`src/rtl/pipe_stage_elastic.sv`:
```
// Elastic pipeline-stage register: main + skid entry behind a valid/ready
// handshake. in_ready and out_valid decode straight from the state flops, so
// no combinational path exists from out_ready to in_ready. Synchronous flush
// squashes held entries. A saturating counter records back-pressured cycles.
module pipe_stage_elastic #(
    parameter int CTRL_W = 9,
    parameter int DATA_W = 144,
    parameter int CNT_W  = 16
) (
    input  logic              clk,
    input  logic              rst,        // asynchronous, active-low
    input  logic              flush,
    input  logic              clr_stats,
    input  logic              in_valid,
    output logic              in_ready,
    input  logic [CTRL_W-1:0] in_ctrl,
    input  logic [DATA_W-1:0] in_data,
    output logic              out_valid,
    input  logic              out_ready,
    output logic [CTRL_W-1:0] out_ctrl,
    output logic [DATA_W-1:0] out_data,
    output logic [CNT_W-1:0]  stall_cnt
);

    typedef enum logic [1:0] {
        ST_EMPTY = 2'd0,
        ST_ONE   = 2'd1,
        ST_FULL  = 2'd2
    } state_t;

    state_t              r_state;
    state_t              w_state_next;
    logic [CTRL_W-1:0]   r_main_ctrl;
    logic [DATA_W-1:0]   r_main_data;
    logic [CTRL_W-1:0]   r_skid_ctrl;
    logic [DATA_W-1:0]   r_skid_data;
    logic [CNT_W-1:0]    r_stall_cnt;

    logic                w_accept;
    logic                w_pop;
    logic                w_main_from_in;
    logic                w_main_from_skid;
    logic                w_skid_from_in;

    assign in_ready  = (r_state != ST_FULL);
    assign out_valid = (r_state != ST_EMPTY);
    assign w_accept  = in_valid & in_ready;
    assign w_pop     = out_valid & out_ready;

    assign out_ctrl  = out_valid ? r_main_ctrl : '0;
    assign out_data  = r_main_data;
    assign stall_cnt = r_stall_cnt;

    // Next-state and register-load selects for the EMPTY/ONE/FULL occupancy FSM
    always_comb begin
        w_state_next     = r_state;
        w_main_from_in   = 1'b0;
        w_main_from_skid = 1'b0;
        w_skid_from_in   = 1'b0;
        unique case (r_state)
            ST_EMPTY: begin
                if (w_accept) begin
                    w_main_from_in = 1'b1;
                    w_state_next   = ST_ONE;
                end
            end
            ST_ONE: begin
                if (w_accept && !w_pop) begin
                    // Downstream stalled: park the new entry behind main.
                    w_skid_from_in = 1'b1;
                    w_state_next   = ST_FULL;
                end else if (w_accept && w_pop) begin
                    w_main_from_in = 1'b1;
                end else if (w_pop) begin
                    w_state_next   = ST_EMPTY;
                end
            end
            ST_FULL: begin
                if (w_pop) begin
                    w_main_from_skid = 1'b1;
                    w_state_next     = ST_ONE;
                end
            end
            default: begin
                w_state_next = ST_EMPTY;
            end
        endcase
    end

    // State and entry registers; flush empties the stage and bubbles the ctrl bus
    always_ff @(posedge clk or negedge rst) begin
        if (!rst) begin
            r_state     <= ST_EMPTY;
            r_main_ctrl <= '0;
            r_main_data <= '0;
            r_skid_ctrl <= '0;
            r_skid_data <= '0;
        end else if (flush) begin
            r_state     <= ST_EMPTY;
            r_main_ctrl <= '0;
            r_skid_ctrl <= '0;
        end else begin
            r_state <= w_state_next;
            if (w_main_from_in) begin
                r_main_ctrl <= in_ctrl;
                r_main_data <= in_data;
            end else if (w_main_from_skid) begin
                r_main_ctrl <= r_skid_ctrl;
                r_main_data <= r_skid_data;
            end
            if (w_skid_from_in) begin
                r_skid_ctrl <= in_ctrl;
                r_skid_data <= in_data;
            end
        end
    end

    // Saturating back-pressure counter; clr_stats beats the increment, flush is ignored
    always_ff @(posedge clk or negedge rst) begin
        if (!rst) begin
            r_stall_cnt <= '0;
        end else if (clr_stats) begin
            r_stall_cnt <= '0;
        end else if (out_valid && !out_ready && (r_stall_cnt != {CNT_W{1'b1}})) begin
            r_stall_cnt <= r_stall_cnt + CNT_W'(1);
        end
    end

endmodule

```
`config.mk`:
```
export PLATFORM = sky130hd
export DESIGN_NAME = pipe_stage_elastic
export DESIGN_NICKNAME = d
export VERILOG_FILES = /design/src/rtl/pipe_stage_elastic.sv
export SDC_FILE = /design/constraint.sdc
export NUM_CORES = 1
export LEC_CHECK = 0
export CORE_ASPECT_RATIO = 1.2
export CORE_MARGIN = 8
export CORE_UTILIZATION = 35
export DETAILED_ROUTE_END_ITERATION = 10
export HOLD_SLACK_MARGIN = 0.1
export REMOVE_ABC_BUFFERS = 1
export SYNTH_ARGS = -nofsm -noshare
export SYNTH_HDL_FRONTEND = slang
export SYNTH_SLANG_ARGS = --single-unit
```
`constraint.sdc`:
```
create_clock -name clk -period 2.35 [get_ports clk]
set_input_delay 0.3525 -clock clk [delete_from_list [all_inputs] [get_ports clk]]
set_output_delay 0.3525 -clock clk [all_outputs]
set_load 0.01 [all_outputs]
```
==> flow_metrics.py, run 1 <==
metrics = {
    "drt": {
        "ant_nets": 0,
        "drt_pass1_iterations": 4,
        "drtIter0Drc": 285,
        "vias": 9169,
        "wl_per_cell_um": 19.7,
        "avgViaCountPerCell": 4.84,
        "drc": 0,
        "routed_wl_um": 37400,
    },
    "logic_synthesis": {
        "ys_types": 42,
        "syn_avg_cell_area_um2": 15.1,
        "synth_edf_count": 0,
        "synth-async-reset-ratio": 1.00,
        "netlist_area_um2": 14400,
        "ys_seq_area_frac": 0.564,
        "ys_ff_latch": 324,
        "ys_warn_count": 0,
        "synthCells": 950,
        "synth_flop_cell": "dfrtp_1",
    },
    "floorplanning": {
        "placementRows": 81,
        "ios": 330,
        "die_x_um": 201,
        "die_area_um2": 47800,
        "start_util": 0.354,
        "core_um2": 40600,
        "die_h_um": 238,
    },
    "pwr": {
        "p_leak_nw": 8.38,
        "p_per_area_nw_per_um2": 943,
        "vdd_drop_max_mv": 0.594,
    },
    "cells_and_area": {
        "drive_above_1_share": 0.424,
        "final_nets": 1489,
        "fillers": 3557,
        "final_cells": 1894,
        "stdcell_area_um2": 20000,
        "area_growth_pct": 39.4,
    },
    "clocking": {
        "tritoncts": "yes",
        "cts_buffer_depth": 3,
        "postCtsSetupBuffers": 0,
        "cts_buffers": 36,
        "cts.clk_slew.worst_paths_ns": 0.06,
        "clkLatencyLatePin_ns": 0.51,
        "htree_levels": 2,
        "root_buffer": "clkbuf_16",
        "cts.sinks": 324,
    },
    "sta": {
        "period_minus_slack_ns": 2.23,
        "worst_pin_slew_ns": 0.694,
        "post-route-worst-setup-slack_ns": 0.124,
        "achievable-frequency_mhz": 449,
        "slew_violations": 0,
        "slew_headroom": 0.537,
        "setup_violations": 0,
        "min_period_over_period": 0.947,
        "hold_ws_ns": 0.431,
        "hold_viol_final": 0,
        "clock_skew_ns": 0.0110,
        "rsz0062_at_grt": "no",
    },
    "worst_setup_path": {
        "cp_max_fo": 8,
        "worst_path_largest_cell_delay_ns": 0.48,
        "path_delay_family": "buffers and inverters",
        "crit_buf_inv": 2,
        "crit_required_ns": 2.00,
        "cp_cell_sequence": "nor2_4 > buf_4 > nor2b_1 > clkdlybuf4s50_1",
        "crit_path_end_kind": "primary output",
        "cp-start-kind": "flop",
        "crit_type": "reg -> out",
        "worstPathArrival_ns": 1.87,
        "critPathSlowestCell": "clkdlybuf4s50_1",
    },
    "status": {
        "status": "completed",
    },
    "placed_design": {
        "place_inst": 1829,
        "place_area_um2": 18800,
        "gp_congestion": 0.795,
        "io_buffer_count": 329,
        "dp_slack_ns": 0.0275,
        "dp_hpwl_um": 27600,
    },
    "min_path": {
        "holdCritPathClass": "in -> async",
    },
    "flow_run": {
        "drv_cap": 0,
    },
    "grt": {
        "grt_max_degree": 82,
        "antenna_found_initial": 3,
        "grt_overflow": 0,
        "grt_util_all_layers": 0.156,
        "grt_pass1_vias": 10100,
        "grt_pass1_wl_um": 60000,
    },
}
-- layout by cell type (no fill, tap or decap), types with 4 or more instances in the layout --
master	synthesis	routed
a21oi_1	10	10
nor2b_1	15	15
clkbuf_16	0	37
clkbuf_1	3	8
buf_4	14	38
nand2_1	7	7
nor3_1	8	8
clkbuf_8	1	12
nand3_1	5	5
nand4_1	5	5
nor2_1	7	6
o2bb2ai_1	9	9
mux2i_1	11	11
or4_1	7	7
inv_1	4	4
a22o_1	9	9
clkdlybuf4s50_1	0	328
dfrtp_1	324	322
mux2_2	437	437
o31ai_1	4	4
buf_12	0	30
-- registers in the layout, summed over array words and instances (netlist names) --
| name | cells |
|---|---|
| out_data | 144 |
| r_skid_data | 144 |
| stall_cnt | 16 |
| r_main_ctrl | 9 |
| r_skid_ctrl | 9 |
| r_state | 2 |
-- synthesized netlist by cell type, drive strengths merged (2+ instances only) --
master   number  area share
nor2          9      0.0027
nor4          3      0.0023
inv           4      0.0010
clkbuf        4      0.0017
mux2i        11      0.0077
nor3          8      0.0028
nand2b        4      0.0017
o31ai         4      0.0021
nand2         7      0.0018
nor2b        16      0.0071
o21ai         2     0.00070
mux2        437        0.34
a311oi        3      0.0018
a22o          9      0.0055
nand4         6      0.0037
buf          52       0.027
a21oi        11      0.0041
o2bb2ai       9      0.0055
dfrtp       324        0.56
nand3         5      0.0017
nor4b         2      0.0012
or4           7      0.0037
o21ba         2      0.0014
-- kinds of logic (layout without fill, tap and decap cells) --
| logic type | after synthesis | count (layout) | synth area share |
|---|---|---|---|
| buf+inv | 61 | 463 | 0.0300 |
| compound gates | 45 | 45 | 0.0239 |
| flops | 324 | 324 | 0.564 |
| other cells | 0 | 3 | 0 |
| fa+ha+maj | 1 | 1 | 0.000870 |
| mux | 448 | 448 | 0.350 |
| simple gates | 71 | 71 | 0.0312 |
-- layout make-up --
type | count | area [µm²] | area share
Sequential cell | 324 | 8110 | 0.405
Tap cell | 539 | 674 | 0.0337
Antenna cell | 3 | 7.51 | 0.000375
Inverter | 4 | 15.0 | 0.000749
Clock buffer | 57 | 1120 | 0.0560
Clock inverter | 4 | 47.5 | 0.00237
Multi-Input combinational cell | 565 | 5860 | 0.293
Timing Repair Buffer | 398 | 4190 | 0.209
-- through the flow --
step	total power [mW]	utilization	setup TNS [ns]
floorplan	10.6	-	-1694.18
global placement	13.4	0.464	0
detailed placement	13.5	0.464	0
CTS	19.3	0.493	0
global route	19.9	0.493	0
finish	18.9	0.493	0
-- power breakdown --
part	total, mW	leakage (nW)	switching (mW)	internal (mW)
Clock	5.55	0.574	2.19	3.36
Combinational	5.34	3.79	1.86	3.48
Sequential	8.00	4.01	0.830	7.17
-- path summary, 6_finish.rpt --
path,from,end,slack (ns),cells past startpoint
worst max-delay path,r_state[1],out_ctrl[1],0.12,4
worst min-delay path,rst,out_data[25],0.43,2
worst max register to register,r_state[0],out_data[10],0.42,6
worst min register to register,r_main_ctrl[4],r_main_ctrl[4],0.48,1
max in group asynchronous,rst,r_state[1],1.17,3
min in group clk,in_data[63],r_skid_data[63],0.47,2
-- metal layers --
| layer | global-route usage | vias up | wire length [µm] |
|---|---|---|---|
| met5 | 0 | - | 0 |
| met4 | 0.0458 | 0 | 828 |
| met3 | 0.0524 | 49 | 2740 |
| met2 | 0.265 | 219 | 18800 |
| met1 | 0.185 | 4666 | 15000 |
| li1 | - | 4235 | - |
-- repair_timing --
action / 4_1_cts / 5_1_grt
resized for setup: 2 / 2
hold buffers: 1 / 0
endpoints found under the setup margin: 10 / 8
endpoints found under the hold margin: 66 / 0
-- worst register-to-register path, stage by stage (launching register included) --
cell,delay [ns]
dfrtp_2,0.45
nor2b_1,0.21
nand2_1,0.16
a21oi_4,0.21
buf_12,0.22
buf_4,0.21
mux2_2,0.34
(Power assumes the default switching activity.)
==> run 2: changes to the inputs <==
--- a/config.mk
+++ b/config.mk
@@ -6,10 +6,12 @@
 export NUM_CORES = 1
 export LEC_CHECK = 0
 export CORE_ASPECT_RATIO = 1.2
-export CORE_MARGIN = 8
+export CORE_MARGIN = 2
 export CORE_UTILIZATION = 35
 export DETAILED_ROUTE_END_ITERATION = 10
+export GPL_ROUTABILITY_DRIVEN = 0
 export HOLD_SLACK_MARGIN = 0.1
+export RECOVER_POWER = 100
 export REMOVE_ABC_BUFFERS = 1
 export SYNTH_ARGS = -nofsm -noshare
 export SYNTH_HDL_FRONTEND = slang
==> flow_metrics.py, run 2 (synthesis gave the netlist of run 1 again) <==
metrics = {
    "status": {
        "status": "finished, violations left",
        "violations": "capacitance limit, slew limit",
    },
    "grt": {
        "grt_max_degree": 69,
        "grt_pass1_wl_um": 55500,
        "grt_util_all_layers": 0.164,
        "grt_overflow": 0,
        "antenna_found_initial": 2,
        "grt_pass1_vias": 9846,
    },
    "flow_run": {
        "drv_cap": 1,
    },
    "sta": {
        "achievable-frequency_mhz": 441,
        "rsz0062_at_grt": "no",
        "worst_pin_slew_ns": 1.64,
        "clock_skew_ns": 0.0194,
        "setup_violations": 0,
        "hold_ws_ns": 0.465,
        "period_minus_slack_ns": 2.27,
        "slew_headroom": -0.0940,
        "slew_violations": 57,
        "post-route-worst-setup-slack_ns": 0.0838,
        "hold_viol_final": 0,
        "min_period_over_period": 0.964,
    },
    "clocking": {
        "cts_buffers": 36,
        "cts.clk_slew.worst_paths_ns": 0.06,
        "root_buffer": "clkbuf_16",
        "tritoncts": "yes",
        "clkLatencyLatePin_ns": 0.52,
        "htree_levels": 2,
        "cts_buffer_depth": 3,
        "cts.sinks": 324,
    },
    "drt": {
        "avgViaCountPerCell": 4.84,
        "drc": 0,
        "vias": 9154,
        "routed_wl_um": 34900,
        "ant_nets": 0,
        "drt_pass1_iterations": 4,
        "drtIter0Drc": 303,
        "wl_per_cell_um": 18.5,
    },
    "cells_and_area": {
        "final_nets": 1484,
        "multi_input_area_um2": 5830,
        "area_growth_pct": 37.6,
        "final_cell_mix": "mux2_2, dfrtp_1, clkdlybuf4s50_1",
        "stdcell_area_um2": 19800,
        "fillers": 3583,
        "final_common_cell": "mux2_2",
        "regArea_um2": 8110,
        "drive_above_1_share": 0.413,
    },
    "worst_setup_path": {
        "crit_buf_inv": 2,
        "cp_max_fo": 9,
        "worst_path_largest_cell_delay_ns": 0.59,
        "crit_type": "reg -> out",
        "crit_required_ns": 2.00,
        "critPathSlowestCell": "dlygate4sd3_1",
        "path_delay_family": "buffers and inverters",
        "crit_path_end_kind": "primary output",
        "cp-start-kind": "flop",
        "cp_cell_sequence": "nor2_4 > buf_4 > nor2b_1 > dlygate4sd3_1",
        "worstPathArrival_ns": 1.91,
    },
    "pwr": {
        "vdd_drop_max_mv": 0.644,
        "p_total_mw": 18.7,
        "p_leak_nw": 8.46,
        "p_per_area_nw_per_um2": 945,
    },
    "placed_design": {
        "io_buffer_count": 329,
        "dp_slack_ns": 0.0194,
        "dp_hpwl_um": 24700,
        "place_area_um2": 18700,
    },
    "floorplanning": {
        "placementRows": 81,
        "core_um2": 40600,
        "die_area_um2": 42700,
        "die_h_um": 226,
        "die_x_um": 189,
        "start_util": 0.354,
        "ios": 330,
    },
    "min_path": {
        "holdCritPathClass": "in -> reg",
    },
}
==> run 2: layout make-up <==
type | instances | area share
diodes | 2 | 0.000253
clock buffers | 56 | 0.0545
clock inverters | 7 | 0.00708
inverters | 4 | 0.000759
multi-input cells | 565 | 0.295
flip-flops and latches | 324 | 0.410
well taps | 539 | 0.0341
repair buffers | 393 | 0.198
==> run 2: what timing repair did <==
action	CTS	global route
cloned	0	0
resized for setup	2	2
hold buffers	1	0
buffers inserted	0	1
setup endpoints to repair	10	4
hold endpoints to repair	51	0
pin swaps	0	1
==> run 2: path summary, 6_finish.rpt <==
| check | cells after the start | to | slack [ns] | start |
|---|---|---|---|---|
| min in group asynchronous | 2 | out_data[138] | 0.83 | rst |
| max reg2reg | 6 | out_data[14] | 0.14 | r_state[1] |
| min reg2reg | 1 | r_main_ctrl[7] | 0.48 | r_main_ctrl[7] |
| max in group asynchronous | 3 | out_data[13] | 0.32 | rst |
| min | 2 | r_skid_ctrl[1] | 0.47 | in_ctrl[1] |
| max | 4 | out_ctrl[3] | 0.08 | r_state[0] |
==> run 2: where the power goes <==
part           total [mW]  switching [mW]  internal, mW
registers            7.91           0.745          7.16
logic                4.94            1.83          3.11
clock network        5.84            2.25          3.59
==> run 2: worst reg2reg max path: stages (launching register included) <==
cell and delay [ns]:
dfrtp_2 0.45, and2b_1 0.27, nand2b_4 0.15, a21oi_4 0.14, clkbuf_4 0.43, clkbuf_2 0.30
mux2_2 0.35
==> run 2: routing by layer <==
layer  track usage  wire (µm)  share of wire
met5             0          0              0
met2         0.279      17500           0.50
met4        0.0529        867          0.025
met3        0.0454       2190          0.063
met1         0.203      14300           0.41
==> run 2: through the flow <==
step | utilization | cells | TNS [ns]
finish | 0.487 | 1890 | 0
global route | 0.487 | 1890 | 0
CTS | 0.491 | 1887 | 0
detailed placement | 0.461 | 1823 | 0
global placement | 0.461 | 1823 | 0
floorplan | - | 893 | -1694.18
==> run 3: changes to the inputs <==
==> constraint.sdc (replaced) <==
create_clock -name clk -period 2.3 [get_ports clk]
set_input_delay 0.345 -clock clk [delete_from_list [all_inputs] [get_ports clk]]
set_output_delay 0.345 -clock clk [all_outputs]
set_load 0.01 [all_outputs]
==> flow_metrics.py, run 3 (synthesis gave the netlist of run 1 again) <==
metrics = {
    "clocking": {
        "cts.sinks": 324,
        "postCtsSetupBuffers": 0,
        "htree_levels": 2,
        "tritoncts": "yes",
        "root_buffer": "clkbuf_16",
        "cts_buffer_depth": 3,
        "cts_buffers": 37,
        "cts.clk_slew.worst_paths_ns": 0.06,
        "clkLatencyLatePin_ns": 0.52,
    },
    "floorplanning": {
        "die_h_um": 226,
        "ios": 330,
        "placementRows": 81,
        "die_area_um2": 42700,
        "die_x_um": 189,
        "core_um2": 40600,
        "start_util": 0.354,
    },
    "sta": {
        "slew_violations": 0,
        "achievable-frequency_mhz": 457,
        "min_period_over_period": 0.952,
        "setup_violations": 0,
        "rsz0062_at_grt": "no",
        "slew_headroom": 0.238,
        "hold_viol_final": 0,
        "post-route-worst-setup-slack_ns": 0.111,
        "period_minus_slack_ns": 2.19,
        "clock_skew_ns": 0.0121,
        "worst_pin_slew_ns": 1.14,
    },
    "worst_setup_path": {
        "worstPathArrival_ns": 1.84,
        "crit_path_end_kind": "primary output",
        "crit_required_ns": 1.96,
        "critPathSlowestCell": "clkdlybuf4s50_1",
        "cp-start-kind": "flop",
        "crit_type": "reg -> out",
        "cp_cell_sequence": "nor2_4 > buf_4 > nor2b_1 > clkdlybuf4s50_1",
        "reg2reg_depth": 6,
        "cp_max_fo": 7,
        "worst_path_largest_cell_delay_ns": 0.47,
    },
    "cells_and_area": {
        "final_common_cell": "mux2_2",
        "drive_above_1_share": 0.405,
        "final_nets": 1487,
        "area_growth_pct": 36.8,
        "stdcell_area_um2": 19700,
        "finish.utilization": 0.484,
        "final_cell_mix": "mux2_2, dfrtp_1, clkdlybuf4s50_1",
    },
    "min_path": {
        "hold_path_depth": 2,
        "holdCritPathClass": "in -> reg",
    },
    "pwr": {
        "vdd_drop_max_mv": 0.657,
        "seqPwrFrac": 0.431,
        "p_sw_frac": 0.260,
        "p_int_mw": 13.9,
        "p_switching_mw": 4.88,
        "p_leak_nw": 8.43,
        "p_per_area_nw_per_um2": 953,
        "clockPowerShare": 0.300,
        "combPwrFrac": 0.269,
    },
    "placed_design": {
        "io_buffer_count": 329,
        "dp_slack_ns": -0.00106,
        "dp_hpwl_um": 24800,
        "place_area_um2": 18800,
    },
    "drt": {
        "vias": 9172,
        "avgViaCountPerCell": 4.86,
        "routed_wl_um": 35200,
        "dr_wl_met2_um": 18300,
        "top_layer": "met4",
        "wl_met3_um": 2330,
        "wl_met1_um": 13900,
        "drc": 0,
        "wl_per_cell_um": 18.7,
        "drt_pass1_iterations": 4,
        "ant_nets": 0,
        "drtIter0Drc": 280,
    },
    "grt": {
        "antenna_found_initial": 3,
        "grt_util_all_layers": 0.165,
        "grt_max_degree": 80,
        "grt_pass1_wl_um": 55300,
        "grt_pass1_vias": 9778,
        "grt_overflow": 0,
    },
    "status": {
        "status": "completed",
    },
    "flow_run": {
        "drv_cap": 0,
    },
}
-- run 3: repair_timing --
action	CTS	global route
hold buffers	1	0
endpoints found under the setup margin	10	7
resized for setup	4	4
endpoints found under the hold margin	137	0
-- run 3: through the flow --
step / instances / hold WS [ns] / TNS (ns) / total power, mW
after floorplan: 893 / 0.0494 / -1709.48 / 10.8
after global placement: 1826 / 0.267 / 0 / 13.6
after detailed placement: 1826 / 0.271 / -0.00106 / 13.7
after CTS: 1885 / 0.302 / 0 / 19.5
after global routing: 1887 / 0.444 / 0 / 19.8
final: 1887 / 0.459 / 0 / 18.7
-- run 3: path summary, 6_finish.rpt --
path | from | end | slack, ns
setup reg to reg | r_state[1] | out_data[106] | 0.12
hold / removal | in_data[99] | r_skid_data[99] | 0.46
min in group asynchronous | rst | out_data[49] | 0.60
hold reg to reg | r_main_ctrl[7] | r_main_ctrl[7] | 0.49
max in group asynchronous | rst | r_skid_data[19] | 0.38
setup / recovery | r_state[1] | out_ctrl[6] | 0.11
-- run 3: worst max-delay path, delay by kind of cell (launching register included) --
family,cells,cell delay (ns)
buffers and inverters,2,0.65
AND/OR/NAND/NOR,2,0.23
flip-flops,1,0.45
-- run 3: cell type report --
class,count,area [µm²]
Tap cell,539,674
Clock buffer,52,1080
Antenna cell,2,5.00
Sequential cell,324,8110
Inverter,4,15.0
Multi-Input combinational cell,565,5820
Fill cell,3620,21000
Clock inverter,6,58.8
Timing Repair Buffer,395,3900
-- run 3: power by group through the flow --
stage | logic (mW) | registers [mW] | clock network [mW]
2_1_floorplan | 2.32 | 8.47 | 0
3_3_place_gp | 5.44 | 8.17 | 0
3_5_place_dp | 5.51 | 8.22 | 0
4_1_cts | 5.53 | 8.14 | 5.83
5_1_grt | 5.45 | 8.31 | 6.07
6_report | 5.05 | 8.08 | 5.62
-- run 3: per-layer routing --
layer / up-vias / track usage
li1: 4231 / -
met1: 4671 / 0.195
met2: 228 / 0.290
met3: 42 / 0.0463
met4: 0 / 0.0479
met5: - / 0
